===== src/rtl/pixel_ram_writer.sv =====
// Assembles 12-bit RGB pixels from pairs of received bytes and writes them
// to consecutive RAM addresses while the system sits in the image-load state.
module pixel_ram_writer #(
   parameter int IMG_W  = 320,
   parameter int IMG_H  = 240,
   parameter int ADDR_W = 17
) (
   input  logic              clk,
   input  logic              rst,
   input  logic [7:0]        state,
   input  logic [7:0]        rx_data,
   input  logic              rx_valid,
   output logic              wr_en,
   output logic [ADDR_W-1:0] wr_addr,
   output logic [11:0]       wr_data,
   output logic              busy,
   output logic              frame_done,
   output logic              loaded
);

   localparam logic [7:0]        LOAD_STATE = 8'h02;
   localparam logic [ADDR_W-1:0] LAST_ADDR  = ADDR_W'(IMG_W * IMG_H - 1);

   typedef enum logic [2:0] {
      IDLE  = 3'd0,
      HI    = 3'd1,
      LO    = 3'd2,
      WRITE = 3'd3,
      DONE  = 3'd4
   } fsm_t;

   fsm_t              fsm;
   logic [ADDR_W-1:0] addr;
   logic [7:0]        hi_byte;
   logic              load_req;

   assign load_req = (state == LOAD_STATE);

   // rx_valid is a one-cycle strobe with no back-pressure: a byte is consumed
   // in the cycle it is presented or lost, so DONE and IDLE simply drop it.
   always_ff @(posedge clk) begin
      if (rst) begin
         fsm        <= IDLE;
         addr       <= '0;
         hi_byte    <= '0;
         wr_en      <= 1'b0;
         wr_addr    <= '0;
         wr_data    <= '0;
         busy       <= 1'b0;
         frame_done <= 1'b0;
         loaded     <= 1'b0;
      end else begin
         wr_en      <= 1'b0;
         frame_done <= 1'b0;
         case (fsm)
            IDLE: begin
               if (load_req) begin
                  fsm    <= HI;
                  addr   <= '0;
                  loaded <= 1'b0;
                  busy   <= 1'b1;
               end
            end
            HI: begin
               if (!load_req) begin
                  fsm  <= IDLE;
                  busy <= 1'b0;
               end else if (rx_valid) begin
                  hi_byte <= rx_data;
                  fsm     <= LO;
               end
            end
            LO: begin
               if (!load_req) begin
                  fsm  <= IDLE;
                  busy <= 1'b0;
               end else if (rx_valid) begin
                  wr_en   <= 1'b1;
                  wr_addr <= addr;
                  wr_data <= {hi_byte, rx_data[3:0]};
                  fsm     <= WRITE;
               end
            end
            WRITE: begin
               // The write strobe is already out; the last pixel closes the
               // frame even if the load state drops in this same cycle.
               if (addr == LAST_ADDR) begin
                  fsm        <= DONE;
                  frame_done <= 1'b1;
                  loaded     <= 1'b1;
                  busy       <= 1'b0;
               end else if (!load_req) begin
                  fsm  <= IDLE;
                  busy <= 1'b0;
               end else begin
                  addr <= addr + 1'b1;
                  if (rx_valid) begin
                     hi_byte <= rx_data;
                     fsm     <= LO;
                  end else begin
                     fsm <= HI;
                  end
               end
            end
            DONE: begin
               if (!load_req) fsm <= IDLE;
            end
            default: fsm <= IDLE;
         endcase
      end
   end

endmodule


===== config.mk =====
export PLATFORM = sky130hd
export DESIGN_NAME = pixel_ram_writer
export DESIGN_NICKNAME = d
export VERILOG_FILES = /design/src/rtl/pixel_ram_writer.sv
export SDC_FILE = /design/constraint.sdc
export NUM_CORES = 1
export LEC_CHECK = 0
export BUFFER_PORTS_ARGS = -buffer_cell sky130_fd_sc_hd__buf_2
export CORE_ASPECT_RATIO = 1.4
export CORE_MARGIN = 2
export CORE_UTILIZATION = 40
export DETAILED_ROUTE_END_ITERATION = 12
export RECOVER_POWER = 100
export SLEW_MARGIN = 40
export SYNTH_ARGS = -nofsm -noshare
export SYNTH_HDL_FRONTEND = slang
export SYNTH_SLANG_ARGS = --single-unit

===== constraint.sdc =====
create_clock -name clk -period 2.5 [get_ports clk]
set_clock_uncertainty 0.05 [all_clocks]
set_input_delay 0.125 -clock clk [delete_from_list [all_inputs] [get_ports clk]]
set_output_delay 0.125 -clock clk [all_outputs]
set_load 0.03 [all_outputs]

==> impl_metrics.ini, run 1 <==
[routing]
via_count = 2222
wl_um = 5636
vias_per_cell = 5.316
wl_per_cell_um = 13.48
drt_iter0_markers = 68
final_antenna_net_count = 0
post-route-drc-count = 0
first_pass_iters = 4

[cts]
clock_path_buffers = 2
cts_made_buffers = 9
cts-htree-levels = 3
clockRootBuffer = clkbuf_8
clkTransAtPathRegs_ps = 70
cts_resized = 0
cts_tree = yes
clk_latency_ps = 330
cts.sinks = 61

[yosys]
synth_fa_ha_area_frac = 0.004697
synth_nets = 297
synth_compound_area_frac = 0.09018
synthArstFlopShare = 0
synth_edf_count = 0
synth-xor-area-share = 0.01315
yosys_register_bits = 61
postSynthAreaPerCell_sq_um = 9.617
syn_area_sq_um = 2664
yosysWarnings = 0
synth.mux.area_fraction = 0.1428
synth_cells = 277
ys.flop_type = dfxtp_1
ys_seq_area_frac = 0.4584
ys_types = 45
synth-simple-area-share = 0.2428
synth_top_family_by_area = simple AND/OR/NAND/NOR gates

[die]
die_w_um = 72.97
rows = 35
coreArea_sq_um = 6525
start_util = 0.4082
die_area_sq_um = 7338
ios = 52
die_h_um = 100.6

[setup_path]
timing.rr.start = addr[3]$_SDFFE_PP0P_
crit_path_start = addr[3]$_SDFFE_PP0P_
cp.required_ps = 2710
r2r_slack_ps = 460
cp-start-kind = register
cp_max_fo = 8
arrival_ps = 2250
worstSetupEndpointType = register
path_class = register to register

[grt]
antenna_found_initial = 0
grt_pass1_vias = 2134
gr-total-overflow = 0
grt_max_degree = 45
grt_pass1_wl_um = 9584
gr-usage-all-layers = 0.1683

[power_and_ir_drop]
p_sw_uw = 377.1
irDropWorstVdd_v = 0.0003325
pwr-share-seq = 0.548
total_power_mw = 1.775
combPwrFrac = 0.032
power.share.clock = 0.420
switching_share = 0.2125
power.density_nw_per_um2 = 565.3
power.leakage_nw = 1.056
p_int_mw = 1.397

[cells_and_area]
fin_util = 0.4811
area_delta_synth_final_pct = 17.85
instances_no_fill = 418
final_cell_mix = 61 x dfxtp_1, 48 x nor2_1, 38 x mux2i_1
nNetsFinal = 361
final_common_cell = dfxtp_1
diodes = 0
drive_gt1_frac = 0.1366

[sta]
fin_setup_tns_ps = 0
relSlewSlack = 0.5076
report.final.slew_viol_count = 0
setup_viol_count_final = 0
rsz0062_at_grt = no
fin_crit_ps = 2038
max_freq_ghz = 0.4907
setup_slack_ps = 462.1
tightest_slew_ps = 738.5
final_hold_viol_count = 0
finalCritPeriodShare = 0.8152

[placed_design]
place_inst = 396
dp_slack_ps = 570.8
place_congestion = 0.8274
port_buffers = 51
hpwlAfterDp_um = 3993

[hold_path]
hold_start = rst
hold_class = input port to register

[run]
drv_cap = 0

[run_status]
status = finished, final reports clean
per-stage QoR:
stage / hold WS [ps] / area, sq um
after floorplan: 222.2 / 2664
after global placement: 312.6 / 2969
after detailed placement: 317.6 / 2969
after CTS: 64.14 / 3214
after global routing: 82.81 / 3139
final: 80.53 / 3139
cell usage after synthesis (all sizes together) (4+ instances only):
library cell / instances / area [sq um]
and3: 6 / 37.54
inv: 5 / 18.77
nor2: 48 / 180.2
o211ai: 4 / 30.03
nand2: 15 / 56.30
dfxtp: 61 / 1221
nand3: 10 / 55.05
mux2i: 38 / 380.4
or3: 6 / 42.54
o21ai: 9 / 48.80
nand4: 5 / 37.53
clkbuf: 6 / 22.52
buf: 7 / 86.33
a21oi: 15 / 75.07
or4: 8 / 60.06
o31ai: 4 / 30.03
cells by family after synthesis:
logic type / Yosys count
XOR/XNOR: 4
multiplexers: 38
AO/OA/AOI/OAI: 37
flip-flops: 61
AND/OR/NAND/NOR: 118
buffers and inverters: 18
adder cells (fa/ha/maj): 1
critical path, stage by stage (launching register included):
cell and delay [ps]:
dfxtp_1 460, and4_1 330, nand2_1 130, or3_1 440, or4_1 410, a21oi_1 150
state kept, by name, indices dropped and copies added, names as in the netlist:
register,count
addr,17
wr_addr,17
wr_data,12
hi_byte,8
fsm,3
busy,1
frame_done,1
loaded,1
wr_en,1
repair_timing:
action,in CTS,in global routing
setup buffers,0,0
hold endpoints to repair,11,0
hold buffers,8,0
layer usage:
metal / global-route usage / wire length, um
met5: 0 / 0
met4: 0.08974 / 151
met3: 0.04700 / 262
met2: 0.2741 / 2727
met1: 0.1983 / 2494
cell type report:
cell class | instances | area [sq um]
Tap cell | 74 | 92.59
Multi-Input combinational cell | 198 | 1304
Clock inverter | 2 | 10.01
Sequential cell | 61 | 1221
Inverter | 5 | 18.77
Timing Repair Buffer | 66 | 337.8
Clock buffer | 12 | 155.1
Fill cell | 656 | 3386
power groups by stage:
stage / Clock (mW) / Sequential (mW) / Combinational (mW)
after floorplan: 0 / 0.994 / 0.0210
after global placement: 0 / 0.994 / 0.0480
after detailed placement: 0 / 0.994 / 0.0482
after CTS: 0.772 / 0.972 / 0.0577
after global routing: 0.816 / 0.971 / 0.0624
final: 0.745 / 0.972 / 0.0573
final timing paths:
kind | end | depth (start not counted)
min | busy$_SDFFE_PP0P_ | 4
min reg2reg | loaded$_SDFFE_PP0P_ | 2
max reg2reg | addr[13]$_SDFFE_PP0P_ | 5
max | addr[13]$_SDFFE_PP0P_ | 5
Power figures use the tool's default switching activity.
==> run 2: changes to the inputs <==
ABC_AREA = 1   (was default)
clock period = 1.7 ns   (was 2.5 ns; I/O delays follow)
==> run 2 against run 1 <==
Net effect:
- final area rose by 21%
- synthesized cell count is 58% higher
- via count up 34%
- worst hold slack lost 64 ps
- highest routed layer unchanged
- combinational power rose to 6.5 times the previous value
- final cell count increased by 48%
==> impl_metrics.ini, run 2 <==
[run_status]
status = finished, final reports clean

[yosys]
postSynthAreaPerCell_sq_um = 7.028
ys_seq_area_frac = 0.3958
synth_area_leaders = dfxtp_1 40%, nand2_1 9.6%, nor2_1 7.9%
synth_cells = 439
synth_edf_count = 0
yosys_register_bits = 61
ys.flop_type = dfxtp_1
synthArstFlopShare = 0
yosysWarnings = 0
synth_common_cells = 79 x nand2_1, 65 x nor2_1, 61 x dfxtp_1, 53 x inv_1, 39 x a21oi_1
ys_types = 31
synth.top_cell.area_share = 0.3958
synth_most_common_cell = nand2_1
yosys.area.top_type = dfxtp_1
syn_area_sq_um = 3085
synth_nets = 459

[cts]
clock_path_buffers = 2
cts-htree-levels = 3
cts_made_buffers = 9
clkTransAtPathRegs_ps = 60
clk_latency_ps = 340
clockRootBuffer = clkbuf_8
cts.sinks = 61
cts_tree = yes

[sta]
max_freq_ghz = 0.6357
finalCritPeriodShare = 0.9254
tightest_slew_ps = 398.9
final_hold_viol_count = 0
report.final.slew_viol_count = 0
setup_viol_count_final = 0
rsz0062_at_grt = no
fin_setup_tns_ps = 0
relSlewSlack = 0.7352
fin_crit_ps = 1573

[setup_path]
cp_common_cell = nand2_1
cp-start-kind = register
max_stage_delay_ps = 360
worstSetupEndpointType = register
path_class = register to register
cp_cell_sequence = ha_2 > nand3_2 > nor2_8 > buf_4 > nand2_1 > nand2_1 > nand2_1 > nor2_1 > nand2_1 > a21oi_2
arrival_ps = 1810
cp.required_ps = 1930
slowest_stage = dfxtp_2
cp_max_fo = 5

[routing]
wl_um = 7433
final_antenna_net_count = 0
first_pass_iters = 4
post-route-drc-count = 0
via_count = 2970
wl_per_cell_um = 11.99
vias_per_cell = 4.790
drt_iter0_markers = 175

[die]
rows = 37
die_area_sq_um = 8442
die_w_um = 78.23
ios = 52
coreArea_sq_um = 7407
start_util = 0.4166
die_h_um = 107.9

[cells_and_area]
area_delta_synth_final_pct = 23.48
final_common_cell = nand2_1
diodes = 0
fin_util = 0.5144
fillers = 776
nNetsFinal = 540
reg_top3 = addr: 17 flops, wr_addr: 17 flops, wr_data: 12 flops
drive_gt1_frac = 0.1969
final_cell_mix = 77 x nand2_1, 66 x nor2_1, 59 x dfxtp_1

[grt]
grt_pass1_wl_um = 12680
grt_pass1_vias = 2851
gr-usage-all-layers = 0.1926
gr-total-overflow = 0
grt_max_degree = 43
antenna_found_initial = 0

[power_and_ir_drop]
irDropWorstVdd_v = 0.0003531
total_power_mw = 2.994
power.density_nw_per_um2 = 785.7
power.leakage_nw = 1.525

[placed_design]
place_congestion = 0.8717
hpwlAfterDp_um = 5286
port_buffers = 51

[hold_path]
hold_class = input port to register

[run]
drv_cap = 0
-- run 2: cell count changes in the layout (fill, tap and decap cells not counted), sizes merged, moves of 24 or more --
cell	before	now
nand2	15	87
a21oi	15	45
o21ai	9	33
inv	5	58
nor2	48	79
mux2i	38	0
-- run 2: logic make-up after synthesis --
kind of cell,count (synthesis),synth area share
simple gates,215,0.3398
flops,61,0.3958
compound gates,79,0.1383
fa+ha+maj,1,0.004055
xor+xnor,6,0.01703
buf+inv,77,0.1050
-- run 2: routing by layer --
| metal | track usage | part of all wire | vias up |
|---|---|---|---|
| met5 | 0 | 0 | - |
| met4 | 0.1153 | 0.033 | 0 |
| met3 | 0.04111 | 0.047 | 20 |
| met2 | 0.3282 | 0.48 | 79 |
| met1 | 0.2200 | 0.44 | 1315 |
| li1 | - | - | 1556 |
-- run 2: report_power, final --
group	internal, mW	total (mW)	switching [mW]
registers	1.46	1.50	0.0328
clock network	0.587	1.12	0.537
logic	0.128	0.374	0.246
-- run 2: metrics by stage --
step           hold WS [ps]  area, sq um  instances  worst slack [ps]
2_1_floorplan         163.2         3085        439             95.89
3_3_place_gp          274.7         3578        596             74.34
3_5_place_dp          267.9         3578        596             9.233
4_1_cts               5.700         3841        619             44.21
5_1_grt               34.72         3810        620             2.807
6_report              17.01         3810        620             126.8
-- run 2: final timing paths --
check / start / endpoint / slack, ps / cells past startpoint
max: addr[1]$_SDFFE_PP0P_ / addr[10]$_SDFFE_PP0P_ / 130 / 10
min: rx_valid / fsm[1]$_SDFFE_PP0P_ / 20 / 4
max reg2reg: addr[1]$_SDFFE_PP0P_ / addr[10]$_SDFFE_PP0P_ / 130 / 10
min reg2reg: wr_data[6]$_SDFFE_PP0P_ / wr_data[6]$_SDFFE_PP0P_ / 390 / 2
-- run 2: timing repair --
action	CTS	global route
gates cloned	1	0
setup buffers	0	1
hold buffers	8	0
pin swaps	0	2
endpoints found under the setup margin	1	26
resized for setup	1	9
endpoints found under the hold margin	11	0
-- run 2: cell type report --
cell class	instances	area (sq um)	area share
Clock buffer	12	155.1	0.04072
Inverter	59	225.2	0.05911
Clock inverter	2	10.01	0.002627
Tap cell	97	121.4	0.03186
Timing Repair Buffer	87	514.2	0.1350
Sequential cell	61	1224	0.3212
Multi-Input combinational cell	302	1560	0.4095
-- run 2: worst max-delay path: cells and delay by family, from the launching register on --
kind / cells / cell delay [ps]
and+or+nand+nor: 7 / 670
DFF: 1 / 360
adders and majority gates: 1 / 200
buffers and inverters: 1 / 130
AOI/OAI and AO/OA: 1 / 110
==> run 3: changes to the inputs <==
clock period = 1.75 ns   (was 1.7 ns; I/O delays follow)
==> run 3 against run 2 <==
Net effect:
- sequential power down 3%
- power up 3.4%
- global-route usage down 0.95 points
- via count down 0.74%
- clock power up 14%
- flip-flop and latch count unchanged
- critical path depth down 1
- wire length down 2.1%
- setup slack better by 4.5 ps
- critical path type unchanged
- critical endpoint is now hi_byte[5]$_SDFFE_PP0P_
- highest routed layer unchanged
==> impl_metrics.ini, run 3 (synthesized netlist as in run 2, its figures left out) <==
[grt]
grt_use_met3 = 0.02601
gr-usage-all-layers = 0.1831
use_met1 = 0.2160
grt_max_degree = 43
grt_use_met2 = 0.3085
busiest_layer = met2
antenna_found_initial = 0
grt_pass1_wl_um = 12210
gr-total-overflow = 0
grt_pass1_vias = 2776

[setup_path]
max_stage_delay_ps = 350
cp-start-kind = register
arrival_ps = 1840
r2r_cells = 9
path_class = register to register
cp_max_fo = 8
worstSetupEndpointType = register
cp.required_ps = 1970
cp_cell_sequence = ha_2 > nand3_2 > nor2_8 > nand3_2 > nand3_4 > nand2_4 > inv_4 > nor2_1 > nor2_1
slowest_stage = dfxtp_1

[power_and_ir_drop]
combPwrFrac = 0.120
p_sw_uw = 825.8
power.share.clock = 0.412
power.density_nw_per_um2 = 817.0
switching_share = 0.2668
pwr-share-seq = 0.468
power.leakage_nw = 1.509
irDropWorstVdd_v = 0.0003169
p_int_mw = 2.270

[placed_design]
port_buffers = 51
hpwlAfterDp_um = 5212
place_congestion = 0.8598
dp_slack_ps = 109.8

[die]
die_h_um = 107.9
rows = 37
coreArea_sq_um = 7407
ios = 52
start_util = 0.4166
die_area_sq_um = 8442
die_w_um = 78.23

[sta]
setup_slack_ps = 131.3
report.final.slew_viol_count = 0
fin_setup_tns_ps = 0
finalCritPeriodShare = 0.9250
max_freq_ghz = 0.6178
tightest_slew_ps = 379.7
fin_crit_ps = 1619
relSlewSlack = 0.7465
setup_viol_count_final = 0
final_hold_viol_count = 0
rsz0062_at_grt = no

[run]
drv_cap = 0

[cts]
cts_made_buffers = 9
clk_latency_ps = 330
cts.sinks = 61
clockRootBuffer = clkbuf_8
cts-htree-levels = 3
clock_path_buffers = 2
cts_tree = yes
clkTransAtPathRegs_ps = 70

[routing]
vias_per_cell = 4.801
wl_per_cell_um = 11.85
post-route-drc-count = 0
drt_iter0_markers = 95
wl_um = 7274
final_antenna_net_count = 0
first_pass_iters = 4
via_count = 2948

[cells_and_area]
reg_top3 = addr: 17 flops, wr_addr: 17 flops, wr_data: 12 flops
area_delta_synth_final_pct = 22.79
drive_gt1_frac = 0.1779
diodes = 0
final_cell_mix = 79 x nand2_1, 66 x nor2_1, 61 x dfxtp_1
fillers = 797
nNetsFinal = 533
final_common_cell = nand2_1

[hold_path]
hold_class = input port to register
worstHoldPathCells = 4

[run_status]
status = finished, final reports clean
[run 3: cell count changes in the layout (fill, tap and decap cells not counted), sizes merged]
cell      change
buf           -6
bufinv        +1
clkbuf        -1
clkinvlp      +1
nand3         -1
[run 3: layout make-up]
cell class / count / area [sq um] / share of cell area
flip-flops and latches: 61 / 1221 / 0.3223
clock buffers: 11 / 151.4 / 0.03996
clock inverters: 4 / 47.55 / 0.01255
well taps: 97 / 121.4 / 0.03203
multi-input cells: 301 / 1538 / 0.4059
repair buffers: 81 / 481.7 / 0.1271
inverters: 59 / 227.7 / 0.06011
[run 3: path summary, 6_finish.rpt]
kind	startpoint	to	slack, ps
worst max-delay path	addr[1]$_SDFFE_PP0P_	hi_byte[5]$_SDFFE_PP0P_	130
worst min-delay path	rx_valid	fsm[1]$_SDFFE_PP0P_	70
worst max register to register	addr[1]$_SDFFE_PP0P_	hi_byte[5]$_SDFFE_PP0P_	130
worst min register to register	wr_addr[8]$_SDFFE_PP0P_	wr_addr[8]$_SDFFE_PP0P_	390
[run 3: repair_timing]
| item | 4_1_cts | 5_1_grt |
|---|---|---|
| setup buffers | 0 | 1 |
| setup endpoints to repair | 0 | 16 |
| resized for setup | 0 | 3 |
| hold endpoints to repair | 8 | 0 |
| hold buffers | 8 | 0 |
[run 3: worst max-delay path, delay by kind of cell, from the launching register on]
kind | cells | cell delay (ps)
buf+inv | 1 | 120
simple gates | 7 | 820
flops | 1 | 350
fa+ha+maj | 1 | 210
[run 3: stage by stage]
step                total power, mW  std cells  utilization  cell area (sq um)  hold slack, ps
floorplan                     1.743        439            -               3085           165.7
global placement              1.830        590       0.4770               3533           277.1
detailed placement            1.834        590       0.4770               3533           271.2
CTS                           3.131        613       0.5147               3812           40.18
global route                  3.222        614       0.5115               3789           90.45
finish                        3.095        614       0.5115               3789           67.08
[run 3: routing by layer]
layer  share of wire  wire length [um]
met4           0.036               264
met1            0.45              3293
met2            0.48              3473
met3           0.033               243
met5               0                 0
[run 3: power by group through the flow]
stage                     combinational [mW]  sequential [mW]  clock, mW
final                                  0.370             1.45       1.28
after global routing                   0.418             1.45       1.35
after CTS                              0.371             1.45       1.31
after detailed placement               0.353             1.48          0
after global placement                 0.349             1.48          0
after floorplan                        0.244             1.50          0
